===== config.mk =====
export PLATFORM = sky130hd
export DESIGN_NAME = cu_fsm_flat
export DESIGN_NICKNAME = d
export VERILOG_FILES = /design/src/rtl/cu_fsm_if.sv /design/src/rtl/cu_fsm.sv /design/src/flat_wrapper.sv
export SDC_FILE = /design/constraint.sdc
export NUM_CORES = 1
export LEC_CHECK = 0
export ABC_AREA = 0
export BUFFER_PORTS_ARGS = -buffer_cell sky130_fd_sc_hd__buf_2
export CAP_MARGIN = 20
export CORE_AREA = 2 2 39 41
export CTS_CLUSTER_DIAMETER = 60
export DETAILED_ROUTE_END_ITERATION = 8
export DIE_AREA = 0 0 41 43
export HOLD_SLACK_MARGIN = 0.03
export PLACE_DENSITY = 0.62
export SKIP_LAST_GASP = 1
export SLEW_MARGIN = 20
export SYNTH_ARGS = -nofsm -noshare
export SYNTH_HDL_FRONTEND = slang
export SYNTH_SLANG_ARGS = --single-unit

===== constraint.sdc =====
create_clock -name CLK -period 1.46 [get_ports CLK]
set_input_delay 0.073 -clock CLK [delete_from_list [all_inputs] [get_ports CLK]]
set_output_delay 0.073 -clock CLK [all_outputs]
set_load 0.02 [all_outputs]

===== src/rtl/cu_fsm_if.sv =====
// cu_fsm_if -- instruction-decode / control-strobe bundle of the multicycle
// control unit.
//   master : owned by the datapath side; drives intr, opcode, func3 and
//            receives the control strobes.
//   slave  : owned by cu_fsm; samples intr/opcode/func3 and drives
//            PCWrite, regWrite, memWE2, memRDEN1, memRDEN2, reset, csr_WE,
//            int_taken, mret_exec.
interface cu_fsm_if;
  logic       intr;
  logic [6:0] opcode;
  logic [2:0] func3;
  logic       PCWrite;
  logic       regWrite;
  logic       memWE2;
  logic       memRDEN1;
  logic       memRDEN2;
  logic       reset;
  logic       csr_WE;
  logic       int_taken;
  logic       mret_exec;

  modport master (
    output intr, opcode, func3,
    input  PCWrite, regWrite, memWE2, memRDEN1, memRDEN2, reset,
           csr_WE, int_taken, mret_exec
  );

  modport slave (
    input  intr, opcode, func3,
    output PCWrite, regWrite, memWE2, memRDEN1, memRDEN2, reset,
           csr_WE, int_taken, mret_exec
  );
endinterface


===== src/rtl/cu_fsm.sv =====
// cu_fsm -- multicycle control unit FSM (INIT, FETCH, EXEC, WB, INTR).
// Ports:
//   CLK  : system clock, all state changes on the rising edge.
//   RST  : synchronous active-high reset; forces INIT and suppresses every
//          architectural write strobe in the same cycle.
//   bus  : cu_fsm_if.slave -- intr/opcode/func3 in, control strobes out.
// Parameter:
//   INTR_EN : 1 = interrupt entry enabled, 0 = intr is ignored.
// Outputs are purely combinational from state, opcode, func3 and RST.
module cu_fsm #(
  parameter bit INTR_EN = 1'b1
) (
  input  logic     CLK,
  input  logic     RST,
  cu_fsm_if.slave  bus
);

  typedef enum logic [2:0] {
    ST_INIT  = 3'd0,
    ST_FETCH = 3'd1,
    ST_EXEC  = 3'd2,
    ST_WB    = 3'd3,
    ST_INTR  = 3'd4
  } state_e;

  localparam logic [6:0] OP_LOAD   = 7'b0000011;
  localparam logic [6:0] OP_STORE  = 7'b0100011;
  localparam logic [6:0] OP_BRANCH = 7'b1100011;
  localparam logic [6:0] OP_LUI    = 7'b0110111;
  localparam logic [6:0] OP_AUIPC  = 7'b0010111;
  localparam logic [6:0] OP_JAL    = 7'b1101111;
  localparam logic [6:0] OP_JALR   = 7'b1100111;
  localparam logic [6:0] OP_IMM    = 7'b0010011;
  localparam logic [6:0] OP_RG3    = 7'b0110011;
  localparam logic [6:0] OP_SYSTEM = 7'b1110011;

  // Power-up value gives INIT before the first reset edge on FPGA targets.
  state_e state_reg = ST_INIT;
  state_e state_next;

  logic pc_write, reg_write, mem_we2, mem_rden1, mem_rden2;
  logic dp_reset, csr_we, int_taken, mret_exec;
  logic intr_req;

  always_ff @(posedge CLK) begin
    if (RST) begin
      state_reg <= ST_INIT;
    end else begin
      state_reg <= state_next;
    end
  end

  always_comb begin
    pc_write   = 1'b0;
    reg_write  = 1'b0;
    mem_we2    = 1'b0;
    mem_rden1  = 1'b0;
    mem_rden2  = 1'b0;
    dp_reset   = 1'b0;
    csr_we     = 1'b0;
    int_taken  = 1'b0;
    mret_exec  = 1'b0;
    state_next = state_reg;
    intr_req   = bus.intr & INTR_EN;

    case (state_reg)
      ST_INIT: begin
        dp_reset   = 1'b1;
        state_next = ST_FETCH;
      end

      ST_FETCH: begin
        mem_rden1  = 1'b1;
        state_next = ST_EXEC;
      end

      ST_EXEC: begin
        // intr is only honoured here for single-cycle-execute instructions;
        // a LOAD defers it to WB so the load is never split.
        state_next = intr_req ? ST_INTR : ST_FETCH;
        pc_write   = 1'b1;
        case (bus.opcode)
          OP_LOAD: begin
            mem_rden2  = 1'b1;
            pc_write   = 1'b0;
            state_next = ST_WB;
          end
          OP_STORE: mem_we2 = 1'b1;
          OP_BRANCH: ; // PC update only
          OP_LUI, OP_AUIPC, OP_JAL, OP_JALR, OP_IMM, OP_RG3:
            reg_write = 1'b1;
          OP_SYSTEM: begin
            case (bus.func3)
              3'b000: mret_exec = 1'b1;
              3'b001, 3'b010, 3'b011: begin
                reg_write = 1'b1;
                csr_we    = 1'b1;
              end
              default: ; // unsupported SYSTEM op is skipped
            endcase
          end
          default: ; // unknown opcode is skipped
        endcase
      end

      ST_WB: begin
        reg_write  = 1'b1;
        pc_write   = 1'b1;
        state_next = intr_req ? ST_INTR : ST_FETCH;
      end

      ST_INTR: begin
        // Always return to FETCH so a held intr cannot re-enter back to back.
        int_taken  = 1'b1;
        pc_write   = 1'b1;
        state_next = ST_FETCH;
      end

      default: state_next = ST_INIT;
    endcase

    // A reset landing mid-instruction must not commit anything.
    if (RST) begin
      pc_write  = 1'b0;
      reg_write = 1'b0;
      mem_we2   = 1'b0;
      csr_we    = 1'b0;
      int_taken = 1'b0;
      mret_exec = 1'b0;
    end
  end

  assign bus.PCWrite   = pc_write;
  assign bus.regWrite  = reg_write;
  assign bus.memWE2    = mem_we2;
  assign bus.memRDEN1  = mem_rden1;
  assign bus.memRDEN2  = mem_rden2;
  assign bus.reset     = dp_reset;
  assign bus.csr_WE    = csr_we;
  assign bus.int_taken = int_taken;
  assign bus.mret_exec = mret_exec;

endmodule


===== src/flat_wrapper.sv =====
// flat-port wrapper written by rule: the top's interface ports become plain ports
module cu_fsm_flat 
#(
  parameter bit INTR_EN = 1'b1
)
  (CLK, RST, bus_intr, bus_opcode, bus_func3, bus_PCWrite, bus_regWrite, bus_memWE2, bus_memRDEN1, bus_memRDEN2, bus_reset, bus_csr_WE, bus_int_taken, bus_mret_exec);
  cu_fsm_if bus_i ();
  input  logic CLK;
  input  logic RST;
  input wire logic [$bits(bus_i.intr)-1:0] bus_intr;
  input wire logic [$bits(bus_i.opcode)-1:0] bus_opcode;
  input wire logic [$bits(bus_i.func3)-1:0] bus_func3;
  output wire logic [$bits(bus_i.PCWrite)-1:0] bus_PCWrite;
  output wire logic [$bits(bus_i.regWrite)-1:0] bus_regWrite;
  output wire logic [$bits(bus_i.memWE2)-1:0] bus_memWE2;
  output wire logic [$bits(bus_i.memRDEN1)-1:0] bus_memRDEN1;
  output wire logic [$bits(bus_i.memRDEN2)-1:0] bus_memRDEN2;
  output wire logic [$bits(bus_i.reset)-1:0] bus_reset;
  output wire logic [$bits(bus_i.csr_WE)-1:0] bus_csr_WE;
  output wire logic [$bits(bus_i.int_taken)-1:0] bus_int_taken;
  output wire logic [$bits(bus_i.mret_exec)-1:0] bus_mret_exec;
  assign bus_i.intr = bus_intr;
  assign bus_i.opcode = bus_opcode;
  assign bus_i.func3 = bus_func3;
  assign bus_PCWrite = bus_i.PCWrite;
  assign bus_regWrite = bus_i.regWrite;
  assign bus_memWE2 = bus_i.memWE2;
  assign bus_memRDEN1 = bus_i.memRDEN1;
  assign bus_memRDEN2 = bus_i.memRDEN2;
  assign bus_reset = bus_i.reset;
  assign bus_csr_WE = bus_i.csr_WE;
  assign bus_int_taken = bus_i.int_taken;
  assign bus_mret_exec = bus_i.mret_exec;
  cu_fsm #(.INTR_EN(INTR_EN)) u_core (.CLK(CLK), .RST(RST), .bus(bus_i));
endmodule

## Word-level counts from Yosys, hierarchy flattened

Index checks and enable logic that the tools add are counted.

| word-level totals | value |
|---|---|
| logic and storage cells | 49 |
| bits in registers | 3 |

| operators by class | value |
|---|---|
| mux-type cells | 26 |
| reduce and logical (&&, ||, !) cells | 6 |
| equal/unequal tests | 16 |

Operators by type and width:

| kind | count |
|---|---|
| $eq A7 B6 Y1 const B | 3 |
| $eq A7 B7 Y1 const B | 3 |
| $mux W1 | 20 |
| $eq A7 B5 Y1 const B | 2 |
| $eq A3 B2 Y1 const B | 4 |
| $pmux W3 S4 | 1 |
| $eq A7 B2 Y1 const B | 1 |
| $eq A3 B1 Y1 const B | 2 |
| $logic_not A3 Y1 | 2 |
| $mux W3 | 2 |
| $pmux W1 S2 | 3 |
| $reduce_or A6 Y1 | 1 |
| $reduce_or A2 Y1 | 2 |
| $eq A3 B3 Y1 const B | 1 |
| $reduce_or A3 Y1 | 1 |

## Longest topological paths before layout

| logic depth | value |
|---|---|
| word-level depth | 6 |
| depth in mapped cells | 3 |
| depth with buffers taken out | 3 |

## Least setup slack after synthesis

OpenSTA, ideal clock, no wires.

| timing path | value |
|---|---|
| kind | register to output |
| start point | register u_core.state_reg[0] |
| end point | output port bus_PCWrite |
| setup slack | 0.224 ns |
| path buffers | 0 |
| cell stages (with the launch flop) | 3 |
| data arrival time | 1.163 ns |
| required time | 1.387 ns |
| cells stage by stage | dfxtp_1 nor4b_2 a21o_1 |

| between the ends | value |
|---|---|
| cells in the longest elaborated chain, start to end | 4 |

Ends and longest elaborated chain:

| what | line | text |
|---|---|---|
| start: declaration | cu_fsm.sv:38 | `state_e state_reg = ST_INIT;` |
| start signal: assignment | cu_fsm.sv:49 | `state_reg <= state_next;` |
| $eq A3 B2 Y1 / $eq A3 B3 Y1 (equally long branches) | cu_fsm.sv:66 | `case (state_reg)` |
| $reduce_or A2 Y1 (no source line) | -- |  |
| $pmux W1 S2 * | cu_fsm.sv:66 |  |
| $mux W1 * | cu_fsm.sv:123 | `if (RST) begin` |
| end: declaration | flat_wrapper.sv:13 | `output wire logic [$bits(bus_i.PCWrite)-1:0] bus_PCWrite;` |

Every way passes the cells marked *; elsewhere a longest branch is shown, timed or not.

## Worst setup path after layout

| timing path | value |
|---|---|
| start point | register u_core.state_reg[1] |
| end point | output port bus_regWrite |

| between the ends | value |
|---|---|
| cells in the longest elaborated chain, start to end | 3 |

Ends and longest elaborated chain:

| what | line | text |
|---|---|---|
| $eq A3 B2 Y1 | cu_fsm.sv:66 |  |
| $pmux W1 S2 * | cu_fsm.sv:66 |  |
| $mux W1 * | cu_fsm.sv:123 |  |
| end: declaration | flat_wrapper.sv:14 | `output wire logic [$bits(bus_i.regWrite)-1:0] bus_regWrite;` |

Marks and branches as above.

==> flow_metrics.env <==
export IMPL_status="completed"
export IMPL_cts_sinks=3
export IMPL_antenna_found_initial=0
export IMPL_routedWlPerCell_um=11.68
export IMPL_power_density_nw_per_um2=717.3
export IMPL_cp_arrival_ns=1.30
export IMPL_initial_utilization_pct=21.61
export IMPL_design_die_area_sq_um=1763
export IMPL_std_cell_rows=14
export IMPL_ir_drop_v=0.0003126
export IMPL_cp_buffers_inverters=1
export IMPL_yosysWarnings=0
export IMPL_synth_top_cell_area_share_pct=20.08
export IMPL_drv_slew=0
export IMPL_setup_worst_path_end_class="output port"
export IMPL_dp_hpwl_um=727.5
export IMPL_hold_viol_final=0
export IMPL_grt_pass1_vias=363
export IMPL_crit_slowest_cell="dfxtp_2"
export IMPL_via_per_inst=4.973
export IMPL_synth_cells=33
export IMPL_yosys_area_top_type="dfxtp_1"
export IMPL_synthTopCellsByArea="dfxtp_1 20%, nor4b_2 10%, nor2_1 7.5%"
export IMPL_worst_path_max_fanout=7
export IMPL_clock_skew_ns=0.001540
export IMPL_diodes=0
export IMPL_most_common_layout_cells="20 x buf_2, 6 x nor2_1, 3 x clkbuf_4, 3 x dfxtp_2"
export IMPL_rsz0062_at_grt="no"
export IMPL_yosysUniqueCellTypes=23
export IMPL_drive_above_1_share_pct=62.71
export IMPL_power_w=0.0003437
export IMPL_cp_start_kind="flip-flop"
export IMPL_leakagePower_nw=0.2232
export IMPL_syn_to_final_growth_pct=60.25
export IMPL_max_stage_delay_ns=0.39
export IMPL_finalSetupViolations=0
export IMPL_cts_buffers=3
export IMPL_io_pins=22
export IMPL_place_congestion=0.7350
export IMPL_htreeDepth=1
export IMPL_grt_start_max_net_pins=8
export IMPL_max_freq_mhz=728.6
export IMPL_grt_usage_pct=11.72
export IMPL_synth_area_sq_um=299.0
export IMPL_drc=0
export IMPL_clkLatencyLatePin_ns=0.23
export IMPL_hold_path_class="in2reg"
export IMPL_relSlewSlack_pct=83.11
export IMPL_syn_nets=46
export IMPL_r2r_slack_ns=0.49
export IMPL_critPathRequiredTime_ns=1.39
export IMPL_drt_pass1_iter_count=2
export IMPL_cts_tree="built"
export IMPL_tightestPinTransition_ns=0.2527
export IMPL_maxCapViolations=0
export IMPL_clock_path_buffers=2
export IMPL_grt_pass1_wl_um=1380
export IMPL_synth_seq_cells=3
export IMPL_drtAntennaViolNets=0
export IMPL_synth_avg_cell_area_sq_um=9.062
export IMPL_vias=373
export IMPL_finalNetCount=73
export IMPL_fp_dieW_um=41
export IMPL_critical_path_top_delay_family="flip-flops"
export IMPL_critPathKind="reg2out"
export IMPL_fin_crit_sh_pct=94.00
export IMPL_portBuffers=21
export IMPL_path_cells="nor3b_4 > o2111ai_1 > o311ai_1 > buf_2"
export IMPL_largest_register_ffs=3
export IMPL_drt_initial_drc_count=1
export IMPL_layout_commonest_cell="buf_2"
export IMPL_gr_total_overflow=0
export IMPL_fin_setup_tns_ns=0
export IMPL_cts_root_buf="clkbuf_4"
export IMPL_post_route_min_period_ns=1.372
export IMPL_drt_wl_total_um=876
export IMPL_core_area_sq_um=1384
export IMPL_path_clk_slew_ns=0.04
export IMPL_yosysSeqAreaShare_pct=20.08
export IMPL_fp_dieH_um=43
==> final cells by class <==
| class | instances | area (sq um) |
|---|---|---|
| repair buffers | 22 | 115.1 |
| well taps | 16 | 20.02 |
| multi-input cells | 29 | 250.2 |
| inverters | 1 | 3.754 |
| flip-flops and latches | 3 | 63.81 |
| fillers | 145 | 904.6 |
| clock buffers | 4 | 26.28 |
==> metrics by stage <==
step	utilization (%)	instance area [sq um]	setup WS (ns)	instances	hold WS, ns
final	34.63	479.2	0.08754	75	0.08357
after floorplan	-	299.0	0.2240	33	0.1673
after global placement	30.65	424.2	0.1440	70	0.3290
after global routing	34.63	479.2	0.004336	75	0.09351
after CTS	33.36	461.7	0.01496	74	0.07812
after detailed placement	30.65	424.2	0.1495	70	0.3236
==> cells by family (layout without fill, tap and decap cells) <==
kind of cell	Yosys count	after routing	share of synthesized area, %
compound gates	6	6	19.25
buf+inv	1	27	1.254
flops	3	3	20.08
simple gates	23	23	59.41
==> power breakdown <==
group          total (W)  switching, W  internal (W)
clock network   0.000145     0.0000430      0.000102
logic          0.0000946     0.0000485     0.0000461
registers       0.000104     0.0000137     0.0000900
==> cells in the mapped netlist, drive strengths merged <==
master   count
a21o         1
and3         1
and4         1
and4b        2
and4bb       1
dfxtp        3
inv          1
nand2b       2
nand3        2
nand4b       1
nor2         6
nor3         2
nor3b        2
nor4b        2
o2111ai      1
o22a         1
o22ai        1
o311ai       1
o32ai        1
or2          1
==> what timing repair did <==
action	in CTS	in global routing
hold buffers	0	0
setup endpoints to repair	3	3
buffers inserted	0	1
gates resized for setup	4	2
pin swaps	2	2
==> metal layers <==
metal,wire length [um],global-route usage (%),vias to the layer above
li1,-,-,187
met2,422,19.06,16
met3,73,1.571,0
met4,0,10.00,0
met1,380,12.14,170
met5,0,0,-
==> worst paths after layout <==
check,start,end,cells after the start
worst min-delay path,bus_intr,u_core.state_reg[2]$_SDFF_PP0_,2
worst max register to register,u_core.state_reg[2]$_SDFF_PP0_,u_core.state_reg[0]$_SDFF_PP0_,3
worst max-delay path,u_core.state_reg[1]$_SDFF_PP0_,bus_regWrite,4
worst min register to register,u_core.state_reg[0]$_SDFF_PP0_,u_core.state_reg[1]$_SDFF_PP0_,2
Note: power is estimated with default switching activity, not from simulation.
